===== src/rtl/branch_pkg.sv =====
// Shared definitions for the branch predict unit: branch-type encodings,
// the branch decode helper and the BHT counter reset value.
package branch_pkg;

    typedef enum logic [3:0] {
        BR_BEQ  = 4'b1000,
        BR_BNE  = 4'b1001,
        BR_BLT  = 4'b1100,
        BR_BGE  = 4'b1101,
        BR_BLTU = 4'b1110,
        BR_BGEU = 4'b1111
    } br_op_e;

    // True when the 4-bit ALU control selects a conditional branch
    function automatic logic is_branch(input logic [3:0] op);
        case (op)
            BR_BEQ, BR_BNE, BR_BLT, BR_BGE, BR_BLTU, BR_BGEU: return 1'b1;
            default:                                           return 1'b0;
        endcase
    endfunction

    // Weakly not-taken: all ones below the MSB (01 for a 2-bit counter)
    function automatic int unsigned ctr_reset_value(input int unsigned width);
        return (32'd1 << (width - 1)) - 32'd1;
    endfunction

endpackage


===== src/rtl/branch_predict_unit_cmp.sv =====
// Combinational branch comparator (module branch_cmp): evaluates the branch
// condition selected by aluControl on srcA/srcB.
module branch_cmp
    import branch_pkg::*;
#(
    parameter int unsigned DATA_WIDTH = 32
) (
    input  logic [DATA_WIDTH-1:0] srcA,
    input  logic [DATA_WIDTH-1:0] srcB,
    input  logic [3:0]            aluControl,
    output logic                  taken,
    output logic                  branch
);

    // Branch condition evaluation
    always_comb begin
        taken  = 1'b0;
        branch = is_branch(aluControl);
        case (aluControl)
            BR_BEQ:  taken = (srcA == srcB);
            BR_BNE:  taken = (srcA != srcB);
            BR_BLT:  taken = ($signed(srcA) <  $signed(srcB));
            BR_BGE:  taken = ($signed(srcA) >= $signed(srcB));
            BR_BLTU: taken = (srcA <  srcB);
            BR_BGEU: taken = (srcA >= srcB);
            default: taken = 1'b0;
        endcase
    end

endmodule


===== src/rtl/branch_predict_unit.sv =====
// Branch resolution plus bimodal (PC-indexed, untagged) history table.
// Optional statistics counters are enabled with macro BRANCH_STATS_EN.
module branch_predict_unit
    import branch_pkg::*;
#(
    parameter int unsigned DATA_WIDTH = 32,
    parameter int unsigned ADDR_WIDTH = 32,
    parameter int unsigned BHT_DEPTH  = 64,
    parameter int unsigned CTR_WIDTH  = 2
) (
    input  logic                  clk,
    input  logic                  rst_n,
    input  logic [ADDR_WIDTH-1:0] pc_f,
    output logic                  pred_taken_f,
    input  logic                  ex_valid,
    input  logic                  ex_stall,
    input  logic [ADDR_WIDTH-1:0] ex_pc,
    input  logic [ADDR_WIDTH-1:0] ex_target,
    input  logic                  ex_pred_taken,
    input  logic [DATA_WIDTH-1:0] srcA,
    input  logic [DATA_WIDTH-1:0] srcB,
    input  logic [3:0]            aluControl,
    output logic                  flush,
    output logic [ADDR_WIDTH-1:0] redirect_pc,
    output logic                  branch_taken,
    output logic [31:0]           branch_count,
    output logic [31:0]           mispredict_count
);

    localparam int unsigned IDX_W = $clog2(BHT_DEPTH);
    localparam logic [CTR_WIDTH-1:0] CTR_RST = CTR_WIDTH'(ctr_reset_value(CTR_WIDTH));

    logic [CTR_WIDTH-1:0] bht [BHT_DEPTH];
    logic [IDX_W-1:0]     idx_f;
    logic [IDX_W-1:0]     idx_ex;
    logic                 cmp_taken;
    logic                 cmp_branch;
    logic                 resolve;
    logic                 mispredict;
    logic                 unused_pc_bits;

    branch_cmp #(
        .DATA_WIDTH (DATA_WIDTH)
    ) u_cmp (
        .srcA       (srcA),
        .srcB       (srcB),
        .aluControl (aluControl),
        .taken      (cmp_taken),
        .branch     (cmp_branch)
    );

    assign idx_f          = pc_f[IDX_W+1:2];
    assign idx_ex         = ex_pc[IDX_W+1:2];
    assign unused_pc_bits = ^{pc_f[ADDR_WIDTH-1:IDX_W+2], pc_f[1:0]};

    // Fetch prediction reads the table before any same-cycle update lands
    always_comb begin
        pred_taken_f = bht[idx_f][CTR_WIDTH-1];
    end

    // Resolve qualification and mispredict detection
    always_comb begin
        resolve    = ex_valid && !ex_stall && cmp_branch;
        mispredict = resolve && (cmp_taken != ex_pred_taken);
    end

    // BHT saturating-counter update; reset wins over a same-edge resolve
    always_ff @(posedge clk) begin
        if (!rst_n) begin
            for (int unsigned i = 0; i < BHT_DEPTH; i++) begin
                bht[i] <= CTR_RST;
            end
        end else if (resolve) begin
            if (cmp_taken && (bht[idx_ex] != '1)) begin
                bht[idx_ex] <= bht[idx_ex] + 1'b1;
            end else if (!cmp_taken && (bht[idx_ex] != '0)) begin
                bht[idx_ex] <= bht[idx_ex] - 1'b1;
            end
        end
    end

    // Registered flush, redirect target and resolved outcome
    always_ff @(posedge clk) begin
        if (!rst_n) begin
            flush        <= 1'b0;
            redirect_pc  <= '0;
            branch_taken <= 1'b0;
        end else begin
            flush <= mispredict;
            if (resolve) begin
                branch_taken <= cmp_taken;
                redirect_pc  <= cmp_taken ? ex_target : ex_pc + ADDR_WIDTH'(4);
            end
        end
    end

`ifdef BRANCH_STATS_EN
    // Resolve and mispredict statistics, wrapping at 32 bits
    always_ff @(posedge clk) begin
        if (!rst_n) begin
            branch_count     <= '0;
            mispredict_count <= '0;
        end else begin
            if (resolve)    branch_count     <= branch_count + 32'd1;
            if (mispredict) mispredict_count <= mispredict_count + 32'd1;
        end
    end
`else
    assign branch_count     = '0;
    assign mispredict_count = '0;
`endif

endmodule


===== config.mk =====
export PLATFORM = sky130hd
export DESIGN_NAME = branch_predict_unit
export DESIGN_NICKNAME = d
export VERILOG_FILES = /design/src/rtl/branch_pkg.sv /design/src/rtl/branch_predict_unit_cmp.sv /design/src/rtl/branch_predict_unit.sv
export SDC_FILE = /design/constraint.sdc
export NUM_CORES = 1
export LEC_CHECK = 0
export CORE_MARGIN = 2
export CORE_UTILIZATION = 50
export CTS_CLUSTER_DIAMETER = 150
export DETAILED_ROUTE_END_ITERATION = 8
export GPL_ROUTABILITY_DRIVEN = 0
export PLACE_DENSITY = 0.81
export SYNTH_ARGS = -nofsm -noshare
export SYNTH_HDL_FRONTEND = slang
export SYNTH_HIERARCHICAL = 1
export SYNTH_SLANG_ARGS = --single-unit

===== constraint.sdc =====
create_clock -name clk -period 17.2 [get_ports clk]
set_input_delay 5.16 -clock clk [delete_from_list [all_inputs] [get_ports clk]]
set_output_delay 5.16 -clock clk [all_outputs]
set_load 0.05 [all_outputs]

**Word-level counts from Yosys, hierarchy flattened**

Memory sizes are Yosys's and may differ from the RTL's.
Cells that the tools add are included.
W data, S select, Z words.

- Bits in latches: 0
- Memories: 1
- Output and inout port bits: 99
- Bits in writable memories: 128
- Bits in registers: 34
- Memory bits (read-only): 0
- Bits of input ports: 169

- Bitwise logic cells: 1
- $mul: 0
- $lt $le $gt $ge: 4
- Multiplexer cells: 17
- Shift-type cells: 0
- Add/subtract/negate cells: 3
- Reduce and logical (&&, ||, !) cells: 10
- Equal/unequal tests: 10
- Divide/modulo/power cells: 0

Memories:

| name | words | width | read ports | clocked after memory_dff | wr ports | line | RTL |
|---|---|---|---|---|---|---|---|
| bht | 64 | 2 | 2 | 0 | 64 | branch_predict_unit.sv:33 | `logic [CTR_WIDTH-1:0] bht [BHT_DEPTH];` |

Operator list:

| kind | count |
|---|---|
| $ge A32 B32 Y1 | 2 |
| $lt A32 B32 Y1 | 2 |
| $add A32 B3 Y32 const B | 1 |
| $eq A32 B32 Y1 | 1 |
| $mux W32 | 1 |
| $ne A32 B32 Y1 | 1 |
| $eq A4 B4 Y1 const B | 6 |
| $mux W1 | 12 |
| $mux W6 | 1 |
| $pmux W1 S6 | 1 |
| $reduce_or A6 Y1 | 1 |
| $logic_and A1 B1 Y1 | 5 |
| $mux W2 | 2 |
| $add A2 B1 Y2 const B | 1 |
| $logic_not A1 Y1 | 2 |
| $ne A2 B2 Y1 const B | 1 |
| $reduce_bool A2 Y1 | 1 |
| $reduce_or A2 Y1 | 1 |
| $sub A2 B1 Y2 const B | 1 |
| $ne A1 B1 Y1 | 1 |
| $or A1 B1 Y1 | 1 |

**Longest topological paths before layout**

Gate-level depths: netlist (run 1).

- Word-level depth: 12
- Mapped depth: 14
- Gate-level depth less buffers: 12

**Hierarchy**

Netlist (run 1), hierarchy kept.

Modules (own cells, without submodules):

| module | area each (sq um) | cells an instance | times used |
|---|---|---|---|
| branch_predict_unit | 9689.3 | 989 | 1 |
| branch_cmp | 975.9 | 134 | 1 |

**Least setup slack after synthesis (run 1)**

Ideal clock, no wire load.

- Path type: input to output
- From: input port pc_f[2]
- To: output port pred_taken_f
- Cell stages on the path: 5
- Arrival: 7.731 ns
- Setup slack: 4.309 ns
- Cells stage by stage: clkbuf_1 buf_1 mux4_2 mux4_2 mux4_2

- Cells in the longest elaborated chain, start to end: 1

Ends and longest elaborated chain:

| element | line | RTL |
|---|---|---|
| from (decl) | branch_predict_unit.sv:13 | `input logic [ADDR_WIDTH-1:0] pc_f,` |
| $mem_v2 Z64 W2 | - |  |
| to (decl) | branch_predict_unit.sv:14 | `output logic pred_taken_f,` |

No other way between the ends.

**Worst setup path in the final report (run 1)**

- From: input port pc_f[3]
- To: output port pred_taken_f

The elaborated chain is that of the path after synthesis.

==> flow_summary.yaml, run 1 <==
cells_and_area:
  most-common-layout-cells: "174 x sky130_fd_sc_hd__clkdlybuf4s50_1, 168 x sky130_fd_sc_hd__nand2_1, 128 x sky130_fd_sc_hd__edfxtp_1"
  nets: 1442
  syn2layout_area_growth_pct: 21.1
  fillCellCount: 1688
  post_route_cells_drive_above_1_share_pct: 9.18
  regArea_um2: 4520
  multiInputGateArea_um2: 5360
  number_of_antenna_diodes: 0
  final_common_cell: "sky130_fd_sc_hd__clkdlybuf4s50_1"
global_routing:
  grt_pass1_vias: 9036
  grt_start_max_net_pins: 99
  globalRouteTotalUtil_pct: 27.5
  grt_residual_overflow: 0
  antenna_found_initial: 0
  wire_length_of_the_first_global_routing_pass_um: 47500
synthesis:
  muxShareOfSynthArea_pct: 8.60
  synth_enable_flop_cells: 128
  synth-adder-area-share_pct: 3.87
  synthesis.area_per_instance_um2: 9.50
  cell_count_after_synthesis: 1123
  synth-xor-area-share_pct: 2.30
  synthesis.yosys.warnings: 6
  synth-async-reset-ratio_pct: 0
  synth_flop_cell: "sky130_fd_sc_hd__edfxtp_1"
  synth.yosys.seq_area_share_pct: 42.4
  yosys.area_share.simple_pct: 19.5
  dominant_combinational_cell_family_by_area_after_synthesis: "simple AND/OR/NAND/NOR gates"
  synth_seq_cells: 162
  synth.cell_area_um2: 10700
  post_synth_num_cell_types: 71
  synth_compound_area_share_pct: 13.1
die:
  die-height_um: 150
  num_rows: 53
  floorplan.die.width_um: 150
  start_util_pct: 50.9
  die_area_um2: 22500
  design.core.area_um2: 21000
  io-pin-count: 268
detailed_routing:
  initialDrtViolationCount: 1184
  post_drt_via_cell_ratio: 6.06
  route.final.wire_length_um: 30900
  postRouteAntennaNets: 0
  met3WireLength_um: 3890
  top_signal_layer_used: "met4"
  wl_met2_um: 14500
  routed-via-count: 9253
  routedWlPerCell_um: 20.2
  m1WireLength_um: 11300
  post-route-drc-count: 0
  drt_pre_antenna_iters: 6
cts:
  clock_sinks: 162
  clock_tree_root_buffer_cell: "sky130_fd_sc_hd__clkbuf_16"
  clock_pin_slew_of_the_registers_on_the_worst_case_setup_and_hold_paths_ns: 0.06
  post_cts_buffers: 0
  tritoncts_clock_tree: "built"
  h_tree_lvls: 4
  number_of_buffers_on_the_longest_clock_path: 2
  post_cts.resized_instances: 0
  cts_buffers: 17
  clock_latency_ns: 0.43
  hold_buffers: 0
critical_path:
  timing.critical_path.fanout_max: 16
  crit_path_start: "pc_f[3]"
  cp_cell_sequence: "clkdlybuf4s50_1 > mux4_2 > mux4_2 > mux4_2 > clkdlybuf4s50_1"
  timing.critical_path.slowest_cell_delay_ns: 1.05
  arrival_ns: 8.40
  r2r_setup_slack_ns: 13.57
  timing.critical_path.required_ns: 12.04
  path_class: "in -> out"
  crit_slowest_cell: "sky130_fd_sc_hd__clkdlybuf4s50_1"
  path_common_cell: "sky130_fd_sc_hd__mux4_2"
  startpoint_type: "primary input"
  timing.critical_path.to_type: "output pin"
  worstRegToRegCells: 9
  r2r_start: "bht[59][0]$_SDFFCE_PN1P_"
  crit_path_end: "pred_taken_f"
  critical_path.reg2reg.endpoint: "bht[1][0]$_SDFFCE_PN1P_"
hold_path:
  worstHoldPathType: "reg -> reg"
power:
  finalPower_w: 0.00105
  power-per-cell-area_nw_per_um2: 81.2
  power_leakage_nw: 4.30
  vdd.ir_drop.worst_mv: 0.0600
timing:
  setup_violations: 0
  timing_hold_violations_final: 0
  period_utilization_pct: 78.9
  timing.fmax_mhz: 73.7
  fin_setup_tns_ns: 0
  period_needed_ns: 13.56
  fin_worst_skew_ns: 0.00725
  timing.max_slew.rel_slack_pct: 27.7
  finalHoldWorstSlack_ns: 0.468
  tightest_slew_ns: 1.08
  timing_max_transition_violations_final: 0
  grt_setup_unrepaired: "no"
outcome:
  status: "complete, no violations"
place:
  detailed_place_hpwl_um: 20600
  io_buffers: 177
flow_run:
  drv_cap: 0
## state kept, by name, summed over array words and instances (netlist names)
| name | cells |
|---|---|
| bht | 128 |
| redirect_pc | 32 |
| branch_taken | 1 |
| flush | 1 |
## critical path, delay by kind of cell
| family | cells | cell delay (ns) |
|---|---|---|
| buffers and inverters | 2 | 1.77 |
| multiplexers | 3 | 1.46 |
## worst min-delay path by stage
| stage | from | cells after the start | to |
|---|---|---|---|
| finish | redirect_pc[17]$_SDFFE_PN0P_ | 2 | redirect_pc[17]$_SDFFE_PN0P_ |
| global route | redirect_pc[15]$_SDFFE_PN0P_ | 2 | redirect_pc[15]$_SDFFE_PN0P_ |
| CTS | redirect_pc[23]$_SDFFE_PN0P_ | 2 | redirect_pc[23]$_SDFFE_PN0P_ |
| detailed placement | redirect_pc[23]$_SDFFE_PN0P_ | 2 | redirect_pc[23]$_SDFFE_PN0P_ |
| global placement | redirect_pc[16]$_SDFFE_PN0P_ | 2 | redirect_pc[16]$_SDFFE_PN0P_ |
| floorplan | redirect_pc[24]$_SDFFE_PN0P_ | 2 | redirect_pc[24]$_SDFFE_PN0P_ |
## cells in the mapped netlist, types with 4 or more instances
library cell	count	share of area, %
sky130_fd_sc_hd__nand2_1	169	5.9
sky130_fd_sc_hd__edfxtp_1	128	36
sky130_fd_sc_hd__o21ai_0	92	4.3
sky130_fd_sc_hd__nand3_1	88	4.1
sky130_fd_sc_hd__nor3_1	71	3.3
sky130_fd_sc_hd__buf_4	70	4.9
sky130_fd_sc_hd__clkbuf_1	69	2.4
sky130_fd_sc_hd__inv_1	37	1.3
sky130_fd_sc_hd__dfxtp_1	34	6.4
sky130_fd_sc_hd__ha_1	33	3.9
sky130_fd_sc_hd__mux4_2	29	6.1
sky130_fd_sc_hd__a21boi_0	26	1.8
sky130_fd_sc_hd__a21oi_1	23	1.1
sky130_fd_sc_hd__nor2_1	22	0.77
sky130_fd_sc_hd__a22oi_1	17	1.2
sky130_fd_sc_hd__xor2_1	16	1.3
sky130_fd_sc_hd__nand4_1	15	0.88
sky130_fd_sc_hd__mux2i_1	14	1.3
sky130_fd_sc_hd__buf_2	13	0.61
sky130_fd_sc_hd__xnor2_1	12	0.99
sky130_fd_sc_hd__mux2_2	10	1.1
sky130_fd_sc_hd__and2_1	9	0.53
sky130_fd_sc_hd__o21ai_1	9	0.42
sky130_fd_sc_hd__a221o_1	8	0.75
sky130_fd_sc_hd__nor2b_1	8	0.47
sky130_fd_sc_hd__and3_1	7	0.41
sky130_fd_sc_hd__buf_6	6	0.63
sky130_fd_sc_hd__nand3b_1	6	0.42
sky130_fd_sc_hd__a221oi_1	5	0.41
sky130_fd_sc_hd__buf_1	5	0.18
sky130_fd_sc_hd__nor3b_1	4	0.28
sky130_fd_sc_hd__o211a_1	4	0.38
sky130_fd_sc_hd__o211ai_1	4	0.28
sky130_fd_sc_hd__or3_1	4	0.23
## logic make-up after synthesis
kind of cell             Yosys count
multiplexers                      54
flip-flops                       162
other                              1
AO/OA/AOI/OAI                    217
XOR/XNOR                          28
AND/OR/NAND/NOR                  426
buffers and inverters            202
adder cells (fa/ha/maj)           33
## where the power goes
group | switching (W) | internal (W) | leakage (nW) | total, W
registers | 0.00000485 | 0.000429 | 1.38 | 0.000434
logic | 0.000138 | 0.0000773 | 2.62 | 0.000216
clock network | 0.000156 | 0.000241 | 0.292 | 0.000398
total | 0.000300 | 0.000748 | 4.30 | 0.00105
## layout make-up
| class | count | share of cell area [%] |
|---|---|---|
| multi-input combinational | 822 | 41.5 |
| sequential | 162 | 35.0 |
| timing repair buffer | 199 | 14.9 |
| clock buffer | 17 | 3.29 |
| tap | 275 | 2.66 |
| clock inverter | 15 | 1.47 |
| inverter | 38 | 1.10 |
## routing by layer
metal,vias up,global-route usage (%)
met2,614,44.0
li1,4209,-
met3,99,8.81
met4,0,13.4
met1,4331,33.5
met5,-,0
## through the flow
| step | std cells | util, % | setup slack (ns) | cell area (µm²) |
|---|---|---|---|---|
| 5_1_grt | 1528 | 61.6 | 3.62 | 12900 |
| 3_5_place_dp | 1496 | 58.7 | 3.68 | 12300 |
| 4_1_cts | 1528 | 61.6 | 3.67 | 12900 |
| 3_3_place_gp | 1496 | 58.7 | 3.69 | 12300 |
| 6_report | 1528 | 61.6 | 3.64 | 12900 |
| 2_1_floorplan | 1186 | - | 4.31 | 10900 |
No activity file was read; power rests on OpenSTA's default activity.
==> run 2, diff against run 1 <==
--- a/config.mk
+++ b/config.mk
@@ -6,11 +6,11 @@
 export NUM_CORES = 1
 export LEC_CHECK = 0
 export CORE_MARGIN = 2
-export CORE_UTILIZATION = 50
+export CORE_UTILIZATION = 46
 export CTS_CLUSTER_DIAMETER = 150
 export DETAILED_ROUTE_END_ITERATION = 8
 export GPL_ROUTABILITY_DRIVEN = 0
-export PLACE_DENSITY = 0.81
+export PLACE_DENSITY = 0.79
 export SYNTH_ARGS = -nofsm -noshare
 export SYNTH_HDL_FRONTEND = slang
 export SYNTH_HIERARCHICAL = 1
==> constraint.sdc (replaced) <==
create_clock -name clk -period 11.9 [get_ports clk]
set_input_delay 3.57 -clock clk [delete_from_list [all_inputs] [get_ports clk]]
set_output_delay 3.57 -clock clk [all_outputs]
set_load 0.05 [all_outputs]
==> flow_summary.yaml, run 2 (synthesis gave the netlist of run 1 again) <==
timing:
  timing_hold_violations_final: 0
  timing.max_slew.rel_slack_pct: 28.9
  fin_setup_tns_ns: 0
  timing.fmax_mhz: 95.8
  period_utilization_pct: 87.7
  tightest_slew_ns: 1.06
  fin_worst_skew_ns: 0.00705
  grt_setup_unrepaired: "no"
  period_needed_ns: 10.43
  timing_max_transition_violations_final: 0
  finalHoldWorstSlack_ns: 0.465
  setup_violations: 0
critical_path:
  crit_path_end: "pred_taken_f"
  worst-path-stages: 5
  crit_slowest_cell: "sky130_fd_sc_hd__clkdlybuf4s50_1"
  timing.critical_path.fanout_max: 16
  timing.critical_path.slowest_cell_delay_ns: 1.09
  r2r_setup_slack_ns: 7.99
  timing.critical_path.required_ns: 8.33
  cp_cell_sequence: "clkdlybuf4s50_1 > mux4_2 > mux4_2 > mux4_2 > clkdlybuf4s50_1"
  worstRegToRegCells: 8
  crit_path_start: "pc_f[3]"
  arrival_ns: 6.86
  path_class: "in -> out"
  r2r_start: "bht[44][1]$_SDFFCE_PN0P_"
  timing.critical_path.to_type: "output pin"
  cp_top_family: "buffers and inverters"
  critical_path.reg2reg.endpoint: "bht[31][0]$_SDFFCE_PN1P_"
  path_common_cell: "sky130_fd_sc_hd__mux4_2"
  critPathBufInv: 2
  startpoint_type: "primary input"
global_routing:
  grt_start_max_net_pins: 98
  grt_pass1_vias: 9003
  wire_length_of_the_first_global_routing_pass_um: 47100
  antenna_found_initial: 0
  globalRouteTotalUtil_pct: 24.7
  grt_residual_overflow: 0
power:
  power_leakage_nw: 4.26
  vdd.ir_drop.worst_mv: 0.104
  power-per-cell-area_nw_per_um2: 113
detailed_routing:
  initialDrtViolationCount: 1066
  postRouteAntennaNets: 0
  wl_met2_um: 14900
  post-route-drc-count: 0
  route.final.wire_length_um: 30000
  routedWlPerCell_um: 19.5
  drt_pre_antenna_iters: 6
  m1WireLength_um: 10600
  post_drt_via_cell_ratio: 5.95
  routed-via-count: 9149
  met3WireLength_um: 3060
  top_signal_layer_used: "met4"
die:
  num_rows: 55
  start_util_pct: 47.0
  die_area_um2: 24400
  design.core.area_um2: 22700
  io-pin-count: 268
  die-height_um: 156
  floorplan.die.width_um: 156
hold_path:
  worstHoldPathType: "reg -> reg"
cells_and_area:
  post_route_cells_drive_above_1_share_pct: 9.34
  syn2layout_area_growth_pct: 20.6
  biggestRegsByFlops: "bht x128, redirect_pc x32"
  most-common-layout-cells: "174 x sky130_fd_sc_hd__clkdlybuf4s50_1, 168 x sky130_fd_sc_hd__nand2_1, 128 x sky130_fd_sc_hd__edfxtp_1"
  final_common_cell: "sky130_fd_sc_hd__clkdlybuf4s50_1"
  largest_register: "bht"
  largest_reg_flops: 128
  fillCellCount: 1908
  number_of_antenna_diodes: 0
  nets: 1443
  finish.instance_area_um2: 12900
place:
  io_buffers: 177
  placement.cell_area_um2: 12300
  detailed_place_hpwl_um: 20000
cts:
  post_cts_buffers: 0
  clock_pin_slew_of_the_registers_on_the_worst_case_setup_and_hold_paths_ns: 0.07
  clock_tree_root_buffer_cell: "sky130_fd_sc_hd__clkbuf_16"
  hold_buffers: 0
  h_tree_lvls: 4
  cts_buffers: 17
  number_of_buffers_on_the_longest_clock_path: 2
  clock_sinks: 162
  clock_latency_ns: 0.43
  post_cts.resized_instances: 0
  tritoncts_clock_tree: "built"
flow_run:
  drv_cap: 0
outcome:
  status: "complete, no violations"
-- run 2: cell types whose count changed in the layout (fill, tap and decap cells not counted), sizes merged --
cell,delta
buf,+1
bufinv,-3
clkinv,-4
clkinvlp,+3
inv,+3
-- run 2: layer usage --
layer  track usage [%]  up-vias
li1                  -     4202
met1              29.3     4219
met2              42.5      611
met3              4.96      117
met4              12.6        0
met5                 0        -
-- run 2: metrics by stage --
stage	util, %	setup slack [ns]	instances	power [W]
6_report	56.6	1.47	1538	0.00146
5_1_grt	56.6	1.45	1538	0.00151
4_1_cts	56.6	1.52	1538	0.00146
3_5_place_dp	54.2	1.54	1507	0.000944
3_3_place_gp	54.2	1.54	1507	0.000939
2_1_floorplan	-	2.19	1186	0.000860
-- run 2: area by class of cell --
class | instances | area [µm²] | area share (%)
Inverter | 38 | 143 | 1.11
Sequential cell | 162 | 4520 | 35.2
Tap cell | 285 | 357 | 2.77
Multi-Input combinational cell | 822 | 5350 | 41.6
Clock inverter | 14 | 130 | 1.01
Timing Repair Buffer | 200 | 1930 | 15.0
Clock buffer | 17 | 425 | 3.31
-- run 2: worst min-delay path by stage --
stage                            startpoint                           end  slack [ns]  cells after the start
6_report       redirect_pc[18]$_SDFFE_PN0P_  redirect_pc[18]$_SDFFE_PN0P_        0.46                      2
3_5_place_dp   redirect_pc[18]$_SDFFE_PN0P_  redirect_pc[18]$_SDFFE_PN0P_        0.46                      2
2_1_floorplan  redirect_pc[24]$_SDFFE_PN0P_  redirect_pc[24]$_SDFFE_PN0P_        0.68                      2
4_1_cts        redirect_pc[18]$_SDFFE_PN0P_  redirect_pc[18]$_SDFFE_PN0P_        0.47                      2
3_3_place_gp   redirect_pc[12]$_SDFFE_PN0P_  redirect_pc[12]$_SDFFE_PN0P_        0.45                      2
5_1_grt           branch_taken$_SDFFE_PN0P_     branch_taken$_SDFFE_PN0P_        0.48                      2
-- run 2: report_power, final --
group          switching, W  internal, W
Combinational      0.000197     0.000111
Sequential       0.00000715     0.000621
Clock              0.000234     0.000288
-- run 2: tightest hold or removal path: cells and delay by family, from the launching register on --
family | cells | cell delay [ns]
AOI/OAI and AO/OA | 1 | 0.06
and+or+nand+nor | 1 | 0.05
DFF | 1 | 0.31
